==> src/rtl/lfsr_msg_decoder_pkg.sv <==
// lfsr_msg_decoder_pkg: shared FSM state type, the nine candidate tap patterns and the LFSR step helpers.
package lfsr_msg_decoder_pkg;
  typedef enum logic [2:0] {IDLE, SEED, SRCH, DRD, DWR, DONE} dec_state_t;
  localparam int NPTRN = 9;
  localparam logic [6:0] LFSR_PTRN [NPTRN] = '{7'h60, 7'h48, 7'h78, 7'h72, 7'h6A, 7'h69, 7'h5C, 7'h7E, 7'h7B};
  function automatic logic [6:0] step(input logic [6:0] s, input logic [6:0] p);
    return {s[5:0], ^(s & p)};
  endfunction
  // Index past the last candidate yields an all-zero pattern instead of an out-of-range read.
  function automatic logic [6:0] ptrn_of(input logic [3:0] k);
    return k < 4'(NPTRN) ? LFSR_PTRN[k] : '0;
  endfunction
endpackage

==> src/rtl/lfsr_msg_decoder_if.sv <==
// lfsr_msg_decoder_if: req/ack handshake, run status and data-memory bus of the decoder.
//   master: decoder side (drives ack/err/ptrn_idx/pre_len and the DM address/write signals)
//   slave : host/memory side (drives req and dm_rd_data)
interface lfsr_msg_decoder_if #(parameter int AW = 8);
  logic          req;
  logic          ack;
  logic          err;
  logic [3:0]    ptrn_idx;
  logic [6:0]    pre_len;
  logic [AW-1:0] dm_addr;
  logic [7:0]    dm_rd_data;
  logic          dm_wr_en;
  logic [7:0]    dm_wr_data;
  modport master (input req, dm_rd_data, output ack, err, ptrn_idx, pre_len, dm_addr, dm_wr_en, dm_wr_data);
  modport slave (output req, dm_rd_data, input ack, err, ptrn_idx, pre_len, dm_addr, dm_wr_en, dm_wr_data);
endinterface

==> src/rtl/lfsr_msg_decoder_lfsr7.sv <==
// lfsr7: 7-bit register shared as search prediction and decryption keystream.
//   clk, init_n : clock, async active-low reset
//   load, d     : parallel load (priority over step)
//   stp, ptrn   : advance one LFSR step with tap pattern ptrn
//   q           : current state
module lfsr7
  import lfsr_msg_decoder_pkg::*;
(
  input  logic       clk,
  input  logic       init_n,
  input  logic       load,
  input  logic [6:0] d,
  input  logic       stp,
  input  logic [6:0] ptrn,
  output logic [6:0] q
);
  always_ff @(posedge clk or negedge init_n)
    if (!init_n) q <= '0;
    else q <= load ? d : stp ? step(q, ptrn) : q;
endmodule

==> src/rtl/lfsr_msg_decoder.sv <==
// lfsr_msg_decoder: recovers LFSR seed/taps from a space preamble and decrypts a DM message in place.
//   clk, init_n : clock, async active-low reset
//   bus         : lfsr_msg_decoder_if.master (req/ack handshake, err/ptrn_idx/pre_len status, DM bus)
module lfsr_msg_decoder
  import lfsr_msg_decoder_pkg::*;
#(
  parameter int AW       = 8,
  parameter int BASE_IN  = 64,
  parameter int BASE_OUT = 0,
  parameter int MSG_LEN  = 64,
  parameter int PRE_MIN  = 10
) (
  input logic clk,
  input logic init_n,
  lfsr_msg_decoder_if.master bus
);
  dec_state_t state;
  logic       req_q, ack, err, pre_all;
  logic [3:0] k, ptrn_idx;
  logic [5:0] i;
  logic [6:0] seed, pred, pre_len, d;
  logic [7:0] b;
  logic       load, stp, match, last;
  logic [6:0] rd7;
  assign rd7   = bus.dm_rd_data[6:0];
  assign match = rd7 == pred;
  assign last  = i == 6'(PRE_MIN - 1);
  // Search restarts a candidate from the seed; a full preamble match reloads the seed for decryption.
  assign load  = state == SEED || (state == SRCH && (match ? last : k != 4'd8));
  assign d     = state == SEED ? step(rd7, ptrn_of(4'd0)) : match ? seed : step(seed, ptrn_of(k + 4'd1));
  assign stp   = (state == SRCH && match && !last) || state == DWR;
  lfsr7 u_lfsr (.clk(clk), .init_n(init_n), .load(load), .d(d), .stp(stp), .ptrn(ptrn_of(k)), .q(pred));
  always_ff @(posedge clk or negedge init_n)
    if (!init_n) begin
      state    <= IDLE;
      req_q    <= 1'b0;
      ack      <= 1'b0;
      err      <= 1'b0;
      pre_all  <= 1'b0;
      k        <= '0;
      ptrn_idx <= '0;
      i        <= '0;
      seed     <= '0;
      pre_len  <= '0;
      b        <= '0;
    end else begin
      req_q <= bus.req;
      case (state)
        IDLE: if (bus.req && !req_q) begin
          state    <= SEED;
          err      <= 1'b0;
          ptrn_idx <= '0;
          pre_len  <= '0;
          pre_all  <= 1'b1;
        end
        SEED: begin
          seed <= rd7;
          k    <= '0;
          i    <= 6'd1;
          if (rd7 == '0) begin
            err   <= 1'b1;
            ack   <= 1'b1;
            state <= DONE;
          end else state <= SRCH;
        end
        SRCH: if (!match) begin
          if (k == 4'd8) begin
            err   <= 1'b1;
            ack   <= 1'b1;
            state <= DONE;
          end else begin
            k <= k + 4'd1;
            i <= 6'd1;
          end
        end else if (last) begin
          ptrn_idx <= k;
          i        <= '0;
          state    <= DRD;
        end else i <= i + 6'd1;
        DRD: begin
          b     <= 8'({1'b0, rd7 ^ pred}) + 8'h20;
          state <= DWR;
        end
        DWR: begin
          if (pre_all && b == 8'h20) pre_len <= pre_len + 7'd1;
          else pre_all <= 1'b0;
          if (i == 6'(MSG_LEN - 1)) begin
            ack   <= 1'b1;
            state <= DONE;
          end else begin
            i     <= i + 6'd1;
            state <= DRD;
          end
        end
        DONE: if (!bus.req) begin
          ack   <= 1'b0;
          state <= IDLE;
        end
        default: state <= IDLE;
      endcase
    end
  assign bus.ack        = ack;
  assign bus.err        = err;
  assign bus.ptrn_idx   = ptrn_idx;
  assign bus.pre_len    = pre_len;
  assign bus.dm_wr_en   = state == DWR;
  assign bus.dm_wr_data = state == DWR ? b : '0;
  assign bus.dm_addr    = state == SEED ? AW'(BASE_IN)
                        : (state == SRCH || state == DRD) ? AW'(BASE_IN) + AW'(i)
                        : state == DWR ? AW'(BASE_OUT) + AW'(i) : '0;
endmodule

==> src/flat_wrapper.sv <==
// flat-port wrapper written by rule: the top's interface ports become plain ports
module lfsr_msg_decoder_flat import lfsr_msg_decoder_pkg::*;
#(
  parameter int AW       = 8,
  parameter int BASE_IN  = 64,
  parameter int BASE_OUT = 0,
  parameter int MSG_LEN  = 64,
  parameter int PRE_MIN  = 10
)
  (clk, init_n, bus_req, bus_dm_rd_data, bus_ack, bus_err, bus_ptrn_idx, bus_pre_len, bus_dm_addr, bus_dm_wr_en, bus_dm_wr_data);
  lfsr_msg_decoder_if #(.AW(AW)) bus_i ();
  input logic clk;
  input logic init_n;
  input wire logic [$bits(bus_i.req)-1:0] bus_req;
  input wire logic [$bits(bus_i.dm_rd_data)-1:0] bus_dm_rd_data;
  output wire logic [$bits(bus_i.ack)-1:0] bus_ack;
  output wire logic [$bits(bus_i.err)-1:0] bus_err;
  output wire logic [$bits(bus_i.ptrn_idx)-1:0] bus_ptrn_idx;
  output wire logic [$bits(bus_i.pre_len)-1:0] bus_pre_len;
  output wire logic [$bits(bus_i.dm_addr)-1:0] bus_dm_addr;
  output wire logic [$bits(bus_i.dm_wr_en)-1:0] bus_dm_wr_en;
  output wire logic [$bits(bus_i.dm_wr_data)-1:0] bus_dm_wr_data;
  assign bus_i.req = bus_req;
  assign bus_i.dm_rd_data = bus_dm_rd_data;
  assign bus_ack = bus_i.ack;
  assign bus_err = bus_i.err;
  assign bus_ptrn_idx = bus_i.ptrn_idx;
  assign bus_pre_len = bus_i.pre_len;
  assign bus_dm_addr = bus_i.dm_addr;
  assign bus_dm_wr_en = bus_i.dm_wr_en;
  assign bus_dm_wr_data = bus_i.dm_wr_data;
  lfsr_msg_decoder #(.AW(AW), .BASE_IN(BASE_IN), .BASE_OUT(BASE_OUT), .MSG_LEN(MSG_LEN), .PRE_MIN(PRE_MIN)) u_core (.clk(clk), .init_n(init_n), .bus(bus_i));
endmodule
==> config.mk <==
export PLATFORM = sky130hd
export DESIGN_NAME = lfsr_msg_decoder_flat
export DESIGN_NICKNAME = d
export VERILOG_FILES = /design/src/rtl/lfsr_msg_decoder_pkg.sv /design/src/rtl/lfsr_msg_decoder_if.sv /design/src/rtl/lfsr_msg_decoder_lfsr7.sv /design/src/rtl/lfsr_msg_decoder.sv /design/src/flat_wrapper.sv
export SDC_FILE = /design/constraint.sdc
export NUM_CORES = 1
export LEC_CHECK = 0
export BUFFER_PORTS_ARGS = -buffer_cell sky130_fd_sc_hd__buf_2
export CORE_UTILIZATION = 55
export DETAILED_ROUTE_END_ITERATION = 8
export PLACE_DENSITY = 0.86
export RECOVER_POWER = 50
export SETUP_SLACK_MARGIN = 0.4
export SYNTH_ARGS = -nofsm -noshare
export SYNTH_HDL_FRONTEND = slang
export SYNTH_SLANG_ARGS = --single-unit
==> constraint.sdc <==
create_clock -name clk -period 6.1 [get_ports clk]
set_input_delay 1.22 -clock clk [delete_from_list [all_inputs] [get_ports clk]]
set_output_delay 1.22 -clock clk [all_outputs]
set_load 0.02 [all_outputs]
# == After elaboration in Yosys (flattened, before gate mapping) ==
# Memories as Yosys holds them, arrays and structs flattened.
# Index checks and enable logic that the tools add are counted.
# totals
reg_bits,50
romBits,224
input_bits,11
mem_count,2
# memory_table
memory,depth,width,read_ports,rd_clocked_by_memory_dff,wr,line,source
(name not given),16,7,1,0,0,lfsr_msg_decoder_pkg.sv:11,return k < 4'(NPTRN) ? LFSR_PTRN[k] : '0;
(name not given),16,7,1,0,0,lfsr_msg_decoder_pkg.sv:11,
# op_classes
addsub,5
magnitude_cmp,4
eq_ne,26
muxes,49
n_bitwise,5
reduce_logical,30
# ops
operator,n
7-bit 2-to-1 mux,12
6-bit 2-to-1 mux,5
8-bit 2-to-1 mux,3
3-bit 2-to-1 mux,7
7-bit parity,3
4-bit 2-to-1 mux,5
3-bit one-hot mux with 6 select lines,1
6-bit one-hot mux with 3 select lines,1
4-bit one-hot mux with 2 select lines,2
7-bit bitwise AND,2
7-bit one-hot mux with 2 select lines,1
"2-bit by 1-bit != test with 1-bit output, second input constant",6
"2-bit != test, second input constant",6
3-bit AND reduction,4
"5-bit greater-or-equal comparator, second input constant",2
4-bit inverter with 5-bit output,2
1-bit 2-to-1 mux,9
"7-bit by 6-bit adder with 8-bit output, first input constant",1
"7-bit by 6-bit adder with 8-bit output, second input constant",1
"8-bit by 6-bit equality test with 1-bit output, second input constant",1
"4-bit < comparator, second input constant",2
4-bit AND reduction,2
2-bit nonzero test,4
"7-bit by 1-bit adder with 7-bit output, second input constant",1
26 further kinds,36

# == Logic depth before layout (Yosys ltp) ==
# depth
ltp_word,11
ltp_mapped,11

# == Modules after synthesis ==
# From an unflattened synthesis, not the netlist that was laid out.
# hier_totals
hier_cells,389
hier_area_um2,3318.2
# by_module_without_submodules
module,n_inst,cells_each,area_per_inst_um2,seq_area_each_um2
lfsr_msg_decoder,1,347,2910.3,1076.0
lfsr7,1,42,407.9,175.2

# == Least setup slack after synthesis ==
# Ideal clock, no wire load.
# synth_timing
kind,register to output
startpoint,register u_core.state[0]
endpoint,output bus_dm_addr[0]
t_arrival_ns,1.839
required_time_ns,4.880
setup_slack_ns,3.041
stages_incl_launch_ff,8
n_path_buf,3
path_cell_list,dfrtp_1 -> clkbuf_1 -> nor2_1 -> clkbuf_1 -> and2_1 -> clkbuf_1 -> nor2_1 -> nor2b_1
# synth_between
elab_chain_len,4
word_cells_on_any_way,8
classes_between,4 x eq/ne; 3 x mux; 1 x reduce/logical
# synth_lines
element,line,source
start: declaration,lfsr_msg_decoder.sv:17,dec_state_t state;
start signal: assignment,lfsr_msg_decoder.sv:35,state <= IDLE;
start signal: assignment,lfsr_msg_decoder.sv:50,state <= SEED;
start signal: assignment,lfsr_msg_decoder.sv:63,state <= DONE;
3-bit equality test,n/a,
net bus_dm_wr_en,flat_wrapper.sv:21,output wire logic [$bits(bus_i.dm_wr_en)-1:0] bus_dm_wr_en;
6-bit 2-to-1 mux,lfsr_msg_decoder.sv:110,: state == DWR ? AW'(BASE_OUT) + AW'(i) : '0;
8-bit 2-to-1 mux,lfsr_msg_decoder.sv:109,: (state == SRCH || state == DRD) ? AW'(BASE_IN) + AW'(i)
8-bit 2-to-1 mux,lfsr_msg_decoder.sv:108,assign bus.dm_addr = state == SEED ? AW'(BASE_IN)
end: declaration,flat_wrapper.sv:20,output wire logic [$bits(bus_i.dm_addr)-1:0] bus_dm_addr;
# The timed path passes the listed nets, and every way through them passes these cells.

# == Worst setup path after layout ==
# layout_timing
startpoint,register u_core.state[0]
endpoint,output bus_dm_addr[4]
# layout_between
elab_chain_len,4
word_cells_on_any_way,8
classes_between,4 x eq/ne; 3 x mux; 1 x reduce/logical
# layout_lines
element,line
3-bit equality test / 3-bit by 2-bit equality test with 1-bit output (equally long branches),"lfsr_msg_decoder.sv:110, lfsr_msg_decoder.sv:109"
6-bit 2-to-1 mux / 1-bit logical OR (equally long branches),"lfsr_msg_decoder.sv:110, lfsr_msg_decoder.sv:109"
8-bit 2-to-1 mux,lfsr_msg_decoder.sv:109
8-bit 2-to-1 mux *,lfsr_msg_decoder.sv:108
# Every way passes the cells marked *; elsewhere a longest branch is shown, timed or not.

==> key figures <==
Status
  • Outcome: complete, but fails checks
  • Failing checks: design-rule violations, max-capacitance violations, max-slew violations

Cells and area
  • Storage cell area: 0.00125 sq mm
  • P&R area growth vs syn: 7.82%
  • ANT cells: 0
  • Area of the multi-input gates: 0.00197 sq mm
  • Fraction of final layout cells with drive strength greater than 1: 0.150
  • Fin util: 0.615
  • # nets final: 435
  • Fill cells: 488

Clock tree
  • H-tree depth: 2
  • Clk sink count: 50
  • TritonCTS Buffers: 5
  • Resized cells post-CTS: 0
  • Root buf cell: clkbuf_8
  • Skew-Pair Late Insertion Delay: 0.31 ns
  • # Post-CTS Setup Buffers: 0
  • Clk buf depth: 2
  • CTS tree: built
  • Clock-pin slew on the worst setup and hold paths: 0.09 ns
  • Hold Buf Count CTS: 0

STA
  • Relative slew slack: -0.752
  • Endpoints failing setup: 0
  • Worst slew pin tran: 2.63 ns
  • RSZ-0062 raised after global routing: no
  • Setup total negative slack: 0 ns
  • Clock skew: 0.00333 ns
  • Min Tclk post-route: 3.52 ns
  • Fmax: 284 MHz
  • Final-report hold violation count: 0
  • Slew Limit Fails: 51
  • Final worst path period share: 0.577

Global routing
  • Global-route wire length before repair: 13,000 um
  • Largest net degree at the start of global routing: 51
  • Initial antenna violation count: 0
  • Vias in the first global route: 2,810
  • Gr ovfl total: 0
  • GRT Overall Usage: 0.259

Job
  • Max_cap viols: 1

Synthesis
  • Post-synthesis net count: 416
  • Syn. warnings: 0
  • Mean Syn Cell Area: 8.57 sq um
  • Synth unique cells: 58
  • Asr flop ratio synth: 1.00
  • Syn Inst Count: 394
  • Netlist Area Pre-Place: 0.00338 sq mm
  • Sequential area share after synthesis: 0.371
  • #FFs+latches synth: 50
  • Number of synthesized flops with an enable pin: 0
  • Ys flop type: dfrtp_1

Route
  • Routed WL: 7860 um
  • Final ANT Viol Nets: 0
  • Max layer used: met4
  • DR vias: 3,022
  • Wire per inst: 16.1 um
  • DRT met1 WL: 3300 um
  • Drc violations: 1
  • DR pass1 iterations: 7
  • Wire length on met2: 3930 um
  • Initial DRC count: 382
  • Met3 WL: 417 um
  • Post-DR vias/cell: 6.18

Worst setup path
  • Worst Setup End Kind: output pin
  • CP Class: flip-flop to output pin
  • Worst R2R Setup Slack: 3.18 ns
  • Critical path launch point type: flip-flop
  • Crit path DAT: 2.30 ns
  • R2R depth: 9
  • Max Fanout on Critical Path: 17
  • Worst EP required: 4.88 ns

Floorplanning
  • Die Span Y: 80.3 um
  • Rows: 28
  • Die X: 80.3 um
  • Ports: 41
  • Starting Density: 0.570
  • Core area: 0.00592 sq mm
  • DIE AREA: 0.00646 sq mm

Worst hold path
  • Hold Path Class: flip-flop to flip-flop
  • Cell count of the worst hold path: 2

Power and ir drop
  • Leak Pwr: 1.65 nW
  • Peak supply drop: 0.000241 V
  • Pwr Density: 457 mW/mm^2

Place
  • Port-buffer cells: 38
  • Hpwl dp: 5600 um
  • RePlAce Congestion: 0.843
==> Yosys cell counts, drive strengths merged (6+ instances only) <==
cell type  count  share of area
dfrtp         50           0.37
inv            7         0.0078
and3          15          0.028
and2           8          0.015
clkbuf        17          0.019
o21ai         37          0.056
nand4          7          0.013
xor2          10          0.028
ha            11          0.041
nand2         52          0.058
mux2          11          0.038
nand3          7          0.010
nor3           7          0.010
nor2          36          0.041
a222oi         6          0.018
xnor2         19          0.052
a22o           6          0.016
nor2b         10          0.019
buf            9          0.018
a21oi         20          0.031
==> area by class of cell <==
| class | count | area share |
|---|---|---|
| inverter | 7 | 0.00722 |
| sequential | 50 | 0.344 |
| clock buffer | 6 | 0.0199 |
| clock inverter | 2 | 0.0103 |
| timing repair buffer | 38 | 0.0505 |
| multi-input combinational | 311 | 0.542 |
| tap | 75 | 0.0258 |
==> path summary, 6_finish.rpt <==
check,from,to
max,u_core.state[0]$_DFFE_PN0P_,bus_dm_addr[4]
min,u_core.b[5]$_DFFE_PN0N_,u_core.b[5]$_DFFE_PN0N_
max reg2reg,u_core.k[1]$_DFFE_PN0P_,u_core.u_lfsr.q[0]$_DFFE_PN0P_
min reg2reg,u_core.b[5]$_DFFE_PN0N_,u_core.b[5]$_DFFE_PN0N_
max in group asynchronous,init_n,u_core.seed[0]$_DFFE_PN0P_
min in group asynchronous,init_n,u_core.bus.pre_len[5]$_DFFE_PN0P_
==> logic make-up (layout without fill, tap and decap cells) <==
family,after synthesis,count (layout),share of synthesized area
AND/OR/NAND/NOR,159,159,0.228
AO/OA/AOI/OAI,95,95,0.182
flip-flops,50,50,0.371
buffers and inverters,33,53,0.0445
XOR/XNOR,29,29,0.0797
multiplexers,16,16,0.0526
adder cells (fa/ha/maj),11,11,0.0408
other,1,1,0.00111
==> power breakdown <==
part	switching [W]	leakage [nW]	internal, W
clock	0.000113	0.0514	0.000122
combinational	0.000466	0.969	0.000356
sequential	0.000170	0.627	0.000438
==> routing by layer <==
layer	GRT usage	vias up
met5	0	-
met4	0.0946	0
met3	0.0398	25
met2	0.447	142
met1	0.325	1426
li1	-	1429
==> registers in the layout (all words and copies together) (netlist names) <==
name                 flops
u_core.k                 4
u_core.bus.pre_len       7
u_core.i                 6
u_core.req_q             1
u_core.pre_all           1
u_core.bus.err           1
u_core.u_lfsr.q          7
u_core.seed              7
u_core.bus.ptrn_idx      4
u_core.state             3
u_core.b                 8
u_core.bus.ack           1
==> critical path: stages (launching register included) <==
cell	delay, ns
dfrtp_1	0.60
nor2_1	0.52
and2_1	0.39
nor2_1	0.18
nor2b_1	0.13
buf_2	0.17
==> per-stage QoR <==
step           hold slack [ns]  cells  worst slack (ns)  cell area (sq um)  total power, W
2_1_floorplan            0.442    394              3.04               3380         0.00123
3_3_place_gp             0.460    481              2.72               3540         0.00137
3_5_place_dp             0.463    481              2.67               3540         0.00141
4_1_cts                  0.484    489              2.64               3650         0.00165
5_1_grt                  0.526    489              2.38               3640         0.00179
6_report                 0.479    489              2.58               3640         0.00166
==> cell usage in the layout, fill, tap and decap left out, drive strengths merged, types with 2 or more instances in the layout <==
cell type and instances:
nor2b 10, nand4 7, or2 2, a22o 6, clkbuf 11, ha 11
dfrtp 50, nor4 2, o311ai 2, inv 7, nor3b 2, mux2 11
nand3 7, o22a 2, nand2b 5, a21boi 2, nor3 7, mux2i 5
o22ai 5, a221oi 2, buf 33, o21ai 37, a21oi 20, a31oi 5
nand2 52, xor2 10, or3 2, and2 8, and3 15, xnor2 19
a222oi 6, nor2 36
No activity file was read; power rests on OpenSTA's default activity.
